==> config.mk <==
export PLATFORM = sky130hd
export DESIGN_NAME = dtc_rr_sched
export DESIGN_NICKNAME = d
export VERILOG_FILES = /design/src/rtl/dtc_rr_sched.sv
export SDC_FILE = /design/constraint.sdc
export NUM_CORES = 1
export LEC_CHECK = 0
export CORE_MARGIN = 5
export CORE_UTILIZATION = 35
export CTS_CLUSTER_SIZE = 20
export DETAILED_ROUTE_END_ITERATION = 8
export RECOVER_POWER = 100
export SLEW_MARGIN = 15
export SYNTH_ARGS = -nofsm -noshare
export SYNTH_HDL_FRONTEND = slang
export SYNTH_SLANG_ARGS = --single-unit
==> constraint.sdc <==
create_clock -name clk -period 3.7 [get_ports clk]
set_clock_uncertainty 0.1 [all_clocks]
set_input_delay 0.74 -clock clk [delete_from_list [all_inputs] [get_ports clk]]
set_output_delay 0.74 -clock clk [all_outputs]
set_load 0.03 [all_outputs]
==> src/rtl/dtc_rr_sched.sv <==
// Round-robin front end sharing one combinational decision-tree classifier among NREQ requesters.
// Two-stage pipeline (operand register -> response register) with per-class saturating result counters.
module dtc_rr_sched #(
    parameter int NREQ = 4,
    parameter int DW   = 8,
    parameter int CW   = 2,
    parameter int CNTW = 16
) (
    input  logic                        clk,
    input  logic                        rst,
    input  logic [NREQ-1:0]             req_valid,
    input  logic [NREQ*DW-1:0]          req_data,
    output logic [NREQ-1:0]             req_ready,
    output logic [DW-1:0]               cls_inp,
    input  logic [CW-1:0]               cls_outp,
    output logic                        rsp_valid,
    input  logic                        rsp_ready,
    output logic [$clog2(NREQ)-1:0]     rsp_id,
    output logic [CW-1:0]               rsp_class,
    input  logic                        cnt_clr,
    output logic [(2**CW)*CNTW-1:0]     cnt
);

    localparam int IDW  = $clog2(NREQ);
    localparam int NCLS = 2**CW;

    logic            s1_valid;
    logic [IDW-1:0]  s1_id;
    logic [DW-1:0]   s1_data;
    logic            s2_valid;
    logic [IDW-1:0]  s2_id;
    logic [CW-1:0]   s2_class;
    logic [IDW-1:0]  last_grant;
    logic [CNTW-1:0] cnt_q [NCLS];

    logic            s2_drain;
    logic            s2_load;
    logic            can_accept;
    logic [NREQ-1:0] grant;
    logic [IDW-1:0]  grant_idx;
    logic [IDW-1:0]  rr_idx;
    logic            found;
    logic            req_xfer;

    assign s2_drain   = s2_valid & rsp_ready;
    assign s2_load    = s1_valid & (~s2_valid | s2_drain);
    assign can_accept = ~rst & (~s1_valid | s2_load);

    // Search starts just after the last granted requester; wrap-around comes free from the IDW-bit add.
    always_comb begin
        grant     = '0;
        grant_idx = '0;
        rr_idx    = '0;
        found     = 1'b0;
        for (int k = 1; k <= NREQ; k++) begin
            rr_idx = last_grant + IDW'(k);
            if (!found && req_valid[rr_idx]) begin
                found            = 1'b1;
                grant[rr_idx]    = 1'b1;
                grant_idx        = rr_idx;
            end
        end
    end

    assign req_ready = can_accept ? grant : '0;
    assign req_xfer  = |(req_valid & req_ready);

    assign cls_inp   = s1_data;
    assign rsp_valid = s2_valid;
    assign rsp_id    = s2_id;
    assign rsp_class = s2_class;

    // Payload registers are left out of reset; only the valid bits and the arbiter pointer are cleared.
    always_ff @(posedge clk) begin
        if (rst) begin
            s1_valid   <= 1'b0;
            s2_valid   <= 1'b0;
            last_grant <= IDW'(NREQ - 1);
        end else begin
            if (s2_load) begin
                s2_valid <= 1'b1;
                s2_id    <= s1_id;
                s2_class <= cls_outp;
            end else if (s2_drain) begin
                s2_valid <= 1'b0;
            end

            if (req_xfer) begin
                s1_valid   <= 1'b1;
                s1_id      <= grant_idx;
                s1_data    <= req_data[grant_idx*DW +: DW];
                last_grant <= grant_idx;
            end else if (s2_load) begin
                s1_valid <= 1'b0;
            end
        end
    end

    // Clear has priority over a same-cycle delivered response.
    always_ff @(posedge clk) begin
        if (rst || cnt_clr) begin
            for (int k = 0; k < NCLS; k++) begin
                cnt_q[k] <= '0;
            end
        end else if (s2_drain && (cnt_q[s2_class] != {CNTW{1'b1}})) begin
            cnt_q[s2_class] <= cnt_q[s2_class] + CNTW'(1);
        end
    end

    for (genvar g = 0; g < NCLS; g++) begin : g_cnt
        assign cnt[g*CNTW +: CNTW] = cnt_q[g];
    end

endmodule
== Word-level counts from Yosys, hierarchy flattened ==
Memory sizes are Yosys's and may differ from the RTL's. A register that Yosys moved wholly into a read port is not among the register bits.
Index checks and enable logic that the tools add are counted.
Operators by class
  $add $sub $neg: 4
  order comparisons: 8
  equal/unequal tests: 1
  shifts and indexed selects: 1
  mux-type cells: 41
  bitwise operators: 12
  reductions and logical operators: 18
Operators with widths (number)
  $shiftx 32x6->8: 1
  $mux 1: 21
  $mux 4: 5
  $add 16x1->16 const B: 1
  $mux 16: 1
  $ne 16x16->1 const B: 1
  $reduce_or 16->1: 1
  $lt 2x3->1 const B: 4
  $mux 2: 6
  $or 4x4->4: 3
  $bmux 1 s2: 4
  $demux 1 s2: 4
  $ge 2x1->1 const B: 4
  $logic_and 1x1->1: 8
  $add 2x2->2 const B: 2
  $and 4x4->4: 1
  $reduce_and 2->1: 2
  $reduce_bool 2->1: 2
  $reduce_or 4->1: 1
  $and 1x1->1: 3
  $logic_not 1->1: 3
  $not 1->1: 3
  $add 2x1->2 const B: 1
  $or 1x1->1: 2
  $logic_or 1x1->1: 1
Word-level totals
  bits in registers: 18
  bits in writable memories: 64
  output and inout bits: 81
  logic and storage cells: 93
  memories kept: 1
Memories
  cnt_q: words 4, bits a word 16, rd ports 5, clocked after memory_dff 1, wr ports 4, RTL line 34  | logic [CNTW-1:0] cnt_q [NCLS];

== Longest topological paths before layout ==
Gate-level depths: netlist (run 1).
  word-level depth: 17
  mapped depth: 12
  depth with buffers taken out: 8

== Worst setup path after synthesis (run 1) ==
OpenSTA, ideal clock, no wires.
  path type: register to output
  start point: register last_grant[0]
  end point: output req_ready[0]
  arrival: 2.817 ns
  path slack: 0.043 ns
  stages on the path, launching flop included: 10
  buffers on the path: 3
  path through: dfxtp_1 -> buf_2 -> buf_2 -> inv_2 -> ha_1 -> clkbuf_1 -> mux4_2 -> nor4b_2 -> nand2_1 -> a21oi_1
On the way
  cells in the longest elaborated chain, start to end: 14
  elaborated cells between the ends (all ways): 48
RTL lines
  start: declaration: RTL line 33  | logic [IDW-1:0] last_grant;
  start signal: assignment: RTL line 78  | last_grant <= IDW'(NREQ - 1);
  start signal: assignment: RTL line 92  | last_grant <= grant_idx;
  branches (longest 12 deep; another with $lt 2x3->1)
  $mux 4 *: RTL line 57  | if (!found && req_valid[rr_idx]) begin
  $mux 4 *: RTL line 65  | assign req_ready = can_accept ? grant : '0;
  end: declaration: RTL line 13  | output logic [NREQ-1:0] req_ready,
Mark *: on every way between the ends. The select of a mux whose other input is x is not followed.

== Worst setup path after layout (run 1) ==
  start point: input req_valid[2]
  end point: output req_ready[3]
On the way
  cells in the longest elaborated chain, start to end: 13
  elaborated cells between the ends (all ways): 25
RTL lines
  start: declaration: RTL line 11  | input logic [NREQ-1:0] req_valid,
  $bmux 1 s2: RTL line 57
  $mux 1 (not written as such): RTL line 57
  $mux 1: RTL line 57
  $logic_not 1->1: RTL line 57
  $logic_and 1x1->1: RTL line 57
  $mux 1: RTL line 57
  $logic_not 1->1: RTL line 57
  $logic_and 1x1->1: RTL line 57
  $mux 1: RTL line 57
  $logic_not 1->1: RTL line 57
  $logic_and 1x1->1: RTL line 57
  $mux 4 *: RTL line 57
  $mux 4 *: RTL line 65
Mark *: on every way between the ends. The rest lies on a longest branch, timed or not. The select of a mux whose other input is x is not followed.

==> results of run 1 <==
-- state kept, by name (all words and copies together) (netlist names), named ones only --
register	cells
cls_inp	8
cnt_q	64
last_grant	2
rsp_class	2
rsp_id	2
rsp_valid	1
s1_id	2
s1_valid	1
-- logic make-up (layout without fill, tap and decap cells) --
family / count (synthesis) / after routing / synth area share, %
flip-flops: 84 / 84 / 53.6
buffers and inverters: 28 / 173 / 3.95
other: 0 / 2 / 0
multiplexers: 37 / 37 / 16.2
AO/OA/AOI/OAI: 33 / 33 / 5.39
AND/OR/NAND/NOR: 143 / 143 / 15.8
XOR/XNOR: 14 / 14 / 2.67
adder cells (fa/ha/maj): 9 / 9 / 2.45
-- area by class of cell --
type	count	area share, %
clock buffer	12	3.71
sequential	84	38.7
multi-input combinational	236	30.6
tap	172	3.38
antenna	2	0.0786
clock inverter	4	0.413
timing repair buffer	150	22.8
inverter	7	0.413
-- worst max path at each step --
stage,startpoint,to,slack [ns],cells after the start
4_1_cts,last_grant[1],req_ready[0],0.04,9
6_report,req_valid[2],req_ready[3],0.1,9
3_5_place_dp,req_valid[0],req_ready[2],0.06,8
3_3_place_gp,req_valid[0],req_ready[2],0.05,8
5_1_grt,req_valid[2],req_ready[3],0.006,9
2_1_floorplan,last_grant[0],req_ready[0],0.04,9
-- cell usage after synthesis, types with 6 or more instances --
cell type	number	area, um2
clkbuf_1	9	33.8
nand3_1	12	60.1
nand2_1	14	52.6
nor2_1	67	251
xor2_1	11	96.3
a21oi_1	10	50.1
ha_1	9	113
edfxtp_1	78	2340
nor2_2	10	62.6
dfxtp_1	6	120
inv_1	6	22.5
nand2b_1	9	56.3
mux4_2	23	518
-- per-stage QoR --
stage	hold WS, ns	utilization, %	instances
final	0.317	49.9	667
after global routing	0.324	49.9	667
after CTS	0.320	50.4	665
after detailed placement	0.321	48.3	649
after global placement	0.303	48.3	649
after floorplan	0.300	-	348
-- power breakdown --
part           switching (mW)  internal (mW)  leakage, nW
combinational            1.00          0.867         1.45
sequential             0.0674           1.23        0.896
clock                   0.347          0.454        0.127
total                    1.41           2.55         2.47
-- layer usage --
layer	vias to the layer above	part of all wire, %	track usage (%)
met5	-	0.058	0
met1	1649	40	18.0
met4	2	1.1	4.06
met2	136	49	26.9
li1	1585	-	-
met3	16	9.8	6.78
==> impl_metrics.json, run 1 <==
{
  "cts_tree": "done",
  "leakagePower_nw": 2.47,
  "syn-mean-instance-area_um2": 13.2,
  "grt_max_degree": 18,
  "tightest_slew_ns": 0.841,
  "grt_pass1_wl_um": 19200,
  "wire_per_inst_um": 18.0,
  "cp-end-kind": "primary output",
  "finalCritPeriodShare_pct": 97.3,
  "hold_path.class": "reg2reg",
  "min-delay-start": "s1_id[0]",
  "synth_cells": 348,
  "grt_pass1_vias": 3506,
  "core_um2": 12800,
  "worst-path-max-fanout": 11,
  "synth-seq-cells": 84,
  "cts_resized": 2,
  "hpwlAfterDp_um": 9210,
  "max_slew_margin_pct": 43.4,
  "route.vias.total": 3388,
  "ys_types": 52,
  "layout_commonest_cell": "dlygate4sd3_1",
  "io_buffers": 122,
  "setup_violations": 0,
  "synth_ff_type": "edfxtp_1",
  "hold_violations": 0,
  "cts_max_level": 3,
  "final_area_um2": 6370,
  "die_area_um2": 15500,
  "critPathTopFamily": "buffers and inverters",
  "fp.dieH_um": 125,
  "min_to": "rsp_id[0]",
  "clk_pin_slew_ns": 0.06,
  "synthArstFlopShare_pct": 0,
  "dr.pass1.iters": 4,
  "synth_warnings": 0,
  "slew_violations": 0,
  "status": "completed",
  "nFillCells": 1136,
  "place_area_um2": 6170,
  "multi_input_area_um2": 1950,
  "rsz0062_at_grt": "no",
  "io_pins": 123,
  "startpoint_type": "primary input",
  "power_density_nw_per_um2": 623,
  "peakVddDrop_v": 0.000469,
  "synth_edf_count": 78,
  "tns_ns": 0,
  "cts_hold_buf": 0,
  "crit_type": "in2out",
  "pre_cts_ws_ns": 0.0551,
  "arrival_ns": 2.76,
  "routed_wl_um": 12000,
  "cts_sinks": 84,
  "cts_root_buf": "clkbuf_16",
  "fmax_mhz": 278,
  "cp_slowest_stage_delay_ns": 0.42,
  "min_path_cells": 0,
  "worstSkewPairLatency_ns": 0.34,
  "grt_use_total_pct": 15.7,
  "clockBufferDepth": 2,
  "layout-drive-gt1-share_pct": 17.2,
  "maxCapViolCount": 0,
  "drt-initial-drc-count": 161,
  "drtAntennaViolNets": 0,
  "antenna_found_initial": 3,
  "yosysSeqAreaShare_pct": 53.6,
  "post-cts-setup-buffers": 0,
  "cp.buffers_inverters": 4,
  "fp.dieW_um": 125,
  "grt_overflow_total": 0,
  "vias_per_cell": 5.08,
  "r2r-end": "cnt_q[2][4]",
  "regArea_um2": 2460,
  "cp_slowest_cell": "clkdlybuf4s50_1",
  "power.total_mw": 3.96,
  "numCtsBuffers": 9,
  "r2r_cells": 7,
  "final_cell_mix": "dlygate4sd3_1, edfxtp_1, nor2_1, clkdlybuf4s50_1, mux4_2",
  "cp.required_ns": 2.86,
  "cp_cell_sequence": "clkdlybuf4s50_1, buf_4, mux2_2, and3_1, a2111oi_0, buf_4, nand2b_1, a21oi_1, buf_4",
  "syn_nets": 399,
  "remaining_drc_errors": 0,
  "crit_top_cell": "buf_4",
  "syn-cell-area_um2": 4600,
  "row_count": 41,
  "start_util_pct": 36.0,
  "num-nets-final": 539,
  "gp_congestion": 0.849,
  "rrSetupSlack_ns": 0.27,
  "fin_crit_ns": 3.60,
  "fin_ws_ns": 0.0992,
  "syn_to_final_growth_pct": 38.5
}
(Power assumes the default switching activity.)
==> run 2, diff against run 1 <==
CORE_ASPECT_RATIO = 0.75   (was unset)
CTS_CLUSTER_SIZE = unset   (was 20)
HOLD_SLACK_MARGIN = 0.08   (was unset)
==> run 2 against run 1 <==
Via count rose by 3.0%. Sequential cell count did not move. Non-clock buffer count rose by 1. Sequential power barely moved. Power rose by 6.6%. Combinational power fell by 4%. Hold slack improved by 0.0048 ns. Wire length rose by 5.7%. Sequential share of layout area fell by 0.38 points. Global-route usage rose by 0.87 points. Final cell count fell by 0.15%. Die area rose by 0.15%.
==> impl_metrics.json, run 2 (synthesized netlist as in run 1, its figures left out) <==
{
  "num-nets-final": 540,
  "io_buffers": 122,
  "grt_pass1_wl_um": 19600,
  "hold_violations": 0,
  "layout-drive-gt1-share_pct": 16.4,
  "cp-end-kind": "primary output",
  "drtAntennaViolNets": 0,
  "numCtsBuffers": 9,
  "grt_use_total_pct": 16.6,
  "slew_violations": 0,
  "fmax_mhz": 275,
  "multi_input_area_um2": 1960,
  "cts_sinks": 84,
  "start_util_pct": 35.6,
  "wire_per_inst_um": 19.1,
  "grt_overflow_total": 0,
  "hold_path.class": "reg2reg",
  "final_cells": 666,
  "cts_root_buf": "clkbuf_16",
  "largest_reg_flops": 64,
  "max_slew_margin_pct": 35.1,
  "cts_max_level": 3,
  "r2r-end": "cnt_q[1][15]",
  "rsz0062_at_grt": "no",
  "core_um2": 12900,
  "vias_per_cell": 5.24,
  "min_path_cells": 0,
  "cp.required_ns": 2.86,
  "fp.dieW_um": 142,
  "startpoint_type": "primary input",
  "fp.dieH_um": 109,
  "regMostFlops": "cnt_q",
  "finalCritPeriodShare_pct": 98.4,
  "final_cell_mix": "dlygate4sd3_1, edfxtp_1, nor2_1, clkdlybuf4s50_1, mux4_2",
  "clockBufferDepth": 2,
  "clk_pin_slew_ns": 0.06,
  "row_count": 36,
  "status": "completed",
  "cts_tree": "done",
  "cts_hold_buf": 0,
  "hpwlAfterDp_um": 9580,
  "r2r_cells": 8,
  "min-delay-start": "s1_id[0]",
  "die_area_um2": 15600,
  "power.total_mw": 4.23,
  "crit_type": "in2out",
  "layout_commonest_cell": "dlygate4sd3_1",
  "route.vias.total": 3489,
  "arrival_ns": 2.80,
  "nFillCells": 1129,
  "min_to": "rsp_id[0]",
  "syn_to_final_growth_pct": 39.9,
  "gp_congestion": 0.885,
  "peakVddDrop_v": 0.000324,
  "remaining_drc_errors": 0,
  "regArea_um2": 2460,
  "leakagePower_nw": 2.51,
  "maxCapViolCount": 0,
  "grt_max_degree": 18,
  "drt-initial-drc-count": 209,
  "tightest_slew_ns": 0.974,
  "setup_violations": 0,
  "worst-path-max-fanout": 7,
  "dr.pass1.iters": 5,
  "dp.cells": 648,
  "power_density_nw_per_um2": 657,
  "routed_wl_um": 12700,
  "antenna_found_initial": 0,
  "fin_crit_ns": 3.64,
  "worstSkewPairLatency_ns": 0.34,
  "grt_pass1_vias": 3519,
  "rrSetupSlack_ns": 0.28,
  "whs_ns": 0.322,
  "io_pins": 123
}
-- run 2: how the worst max path moves through the flow --
stage / endpoint / slack, ns / start / cells after the start
detailed placement: req_ready[3] / -0.03 / req_valid[0] / 6
global route: req_ready[1] / 0.0008 / req_valid[1] / 7
finish: req_ready[0] / 0.06 / req_valid[2] / 7
CTS: req_ready[0] / 0.005 / req_valid[0] / 6
global placement: req_ready[3] / 0.02 / req_valid[0] / 6
floorplan: req_ready[0] / 0.04 / last_grant[0] / 9
-- run 2: timing repair --
action	in CTS	in global routing
resized for setup	1	4
buffers inserted	0	1
setup endpoints to repair	1	4
pin swaps	0	1
-- run 2: layout make-up --
class | count | area share [%]
Inverter | 7 | 0.408
Clock buffer | 9 | 3.50
Tap cell | 171 | 3.33
Antenna cell | 1 | 0.0389
Multi-Input combinational cell | 236 | 30.4
Timing Repair Buffer | 151 | 21.5
Sequential cell | 84 | 38.3
Clock inverter | 7 | 2.53
-- run 2: worst max-delay path, stage by stage --
cell	delay, ns
clkdlybuf4s50_1	0.54
mux4_2	0.62
a221o_1	0.29
a21oi_1	0.20
nand2b_1	0.16
a21oi_1	0.08
buf_4	0.17
-- run 2: power breakdown --
group / total (mW) / internal, mW / switching [mW]
combinational: 1.80 / 0.772 / 1.02
clock: 1.14 / 0.794 / 0.347
sequential: 1.29 / 1.23 / 0.0594
total: 4.23 / 2.80 / 1.43
-- run 2: routing by layer --
metal / GRT usage, % / vias up / part of all wire [%]
met1: 22.6 / 1727 / 44
met2: 26.3 / 162 / 46
li1: - / 1588 / -
met3: 5.35 / 12 / 8.6
met5: 0 / - / 0
met4: 3.05 / 0 / 0.98
-- run 2: metrics by stage --
stage	TNS, ns	instance area (um2)	util, %	setup slack [ns]
after CTS	0	6470	50.0	0.00542
after global placement	0	6080	47.0	0.0159
after floorplan	0	4600	-	0.0427
after global routing	0	6430	49.7	0.000784
final	0	6430	49.8	0.0587
after detailed placement	-0.0284	6080	47.0	-0.0284
==> run 3, diff against run 2 <==
CTS_CLUSTER_SIZE = 40   (was unset)
SETUP_SLACK_MARGIN = 0.15   (was unset)
==> run 3 against run 2 <==
Global-route usage down 0.29 points. Core utilization down 0.83 points. Cell area down 1.7%.
==> impl_metrics.json, run 3 (synthesized netlist as in run 1, its figures left out) <==
{
  "cts_max_level": 3,
  "cp_slowest_cell": "mux4_2",
  "cts_root_buf": "clkbuf_16",
  "setup_violations": 0,
  "grt_max_degree": 18,
  "place_area_um2": 6090,
  "p_int_mw": 2.54,
  "layout_commonest_cell": "dlygate4sd3_1",
  "clk_pin_slew_ns": 0.06,
  "grt_pass1_vias": 3485,
  "cp.required_ns": 2.86,
  "clockBufferDepth": 2,
  "arrival_ns": 2.66,
  "final_area_um2": 6320,
  "grt_overflow_total": 0,
  "numCtsBuffers": 9,
  "cts_hold_buf": 0,
  "power_switching_mw": 1.41,
  "drt-initial-drc-count": 242,
  "worstSkewPairLatency_ns": 0.33,
  "leakagePower_nw": 2.45,
  "core_um2": 12900,
  "rrSetupSlack_ns": 0.41,
  "grt_pass1_wl_um": 19200,
  "route.vias.total": 3407,
  "regMostFlops": "cnt_q",
  "hold_violations": 0,
  "final_cell_mix": "dlygate4sd3_1, edfxtp_1, nor2_1, clkdlybuf4s50_1, mux4_2",
  "fp.dieH_um": 109,
  "routed_wl_um": 12200,
  "p_seq_share_pct": 32.6,
  "power.total_mw": 3.94,
  "status": "completed",
  "tightest_slew_ns": 1.16,
  "hold_path.class": "reg2reg",
  "comb_power_share_pct": 45.8,
  "crit_type": "reg2out",
  "fin_crit_ns": 3.50,
  "largest_reg_flops": 64,
  "tns_ns": 0,
  "start_util_pct": 35.6,
  "nFillCells": 1143,
  "critPathTopFamily": "buffers and inverters",
  "cp-end-kind": "primary output",
  "remaining_drc_errors": 0,
  "die_area_um2": 15600,
  "maxCapViolCount": 0,
  "diodes": 0,
  "worst-path-max-fanout": 11,
  "wire_per_inst_um": 18.5,
  "rsz0062_at_grt": "no",
  "io_pins": 123,
  "slew_violations": 0,
  "syn_to_final_growth_pct": 37.6,
  "drtAntennaViolNets": 0,
  "row_count": 36,
  "pwr-share-clk_pct": 21.6,
  "hpwlAfterDp_um": 9010,
  "fp.dieW_um": 142,
  "startpoint_type": "flip-flop",
  "fmax_mhz": 286,
  "layout-drive-gt1-share_pct": 17.8,
  "cp_slowest_stage_delay_ns": 0.60,
  "cp.buffers_inverters": 4,
  "antenna_found_initial": 0,
  "gp_congestion": 0.852,
  "grt_use_total_pct": 16.3,
  "vias_per_cell": 5.15,
  "cts_tree": "done",
  "post-cts-setup-buffers": 0,
  "num-nets-final": 536,
  "finalCritPeriodShare_pct": 94.6,
  "final_core_util_pct": 48.9,
  "cp_cell_sequence": "inv_2, ha_4, mux4_2, clkbuf_1, inv_1, a2bb2oi_1, a21oi_1, nor2_2, buf_4",
  "power_density_nw_per_um2": 624,
  "peakVddDrop_v": 0.000280,
  "swShare_pct": 35.7,
  "io_buffers": 122,
  "dr.pass1.iters": 5,
  "cts_sinks": 84,
  "max_slew_margin_pct": 22.8,
  "whs_ns": 0.318
}
## run 3: changes by cell type in the layout (fill, tap and decap cells not counted), moves of 3 or more
cell and delta:
a21oi_2 +3, clkbuf_2 +7, a21oi_1 -3, bufinv_16 -4, buf_4 -6, nor2_1 -3
dlygate4sd2_1 +4, clkbuf_1 -6, nor2_2 +3
## run 3: cell type report
cell class	instances	area, um2	area share, %
Clock inverter	6	55.1	0.870
Sequential cell	84	2460	38.9
Multi-Input combinational cell	236	1970	31.2
Clock buffer	10	229	3.62
Timing Repair Buffer	147	1370	21.6
Tap cell	171	214	3.38
Inverter	7	26.3	0.415
## run 3: power groups by stage
stage	registers (mW)	clock network, mW	logic [mW]
2_1_floorplan	1.49	0	1.06
3_3_place_gp	1.31	0	1.83
3_5_place_dp	1.31	0	1.85
4_1_cts	1.29	0.871	1.87
5_1_grt	1.30	0.918	1.96
6_report	1.28	0.852	1.81
## run 3: final timing paths
kind,start,end,cells after the start
worst min register to register,s1_id[0],rsp_id[0],0
worst min-delay path,s1_id[0],rsp_id[0],0
worst max-delay path,last_grant[0],req_ready[2],9
worst max register to register,flip-flop,cnt_q[3][15],7
## run 3: timing repair
item                                   4_1_cts  5_1_grt
pin swaps                                    0        0
resized for setup                            8        2
endpoints found under the hold margin        0        0
setup endpoints to repair                    4        4
## run 3: routing by layer
| layer | vias up | share of wire (%) | GRT usage (%) |
|---|---|---|---|
| met2 | 129 | 46 | 25.6 |
| li1 | 1580 | - | - |
| met3 | 15 | 9.7 | 5.61 |
| met1 | 1683 | 43 | 21.6 |
| met5 | - | 0 | 0 |
| met4 | 0 | 1.5 | 4.41 |
## run 3: metrics by stage
stage,instances,setup slack (ns)
final,661,0.199
after global routing,661,0.0884
after CTS,661,0.160
after detailed placement,645,0.0187
after global placement,645,0.0887
after floorplan,348,0.177
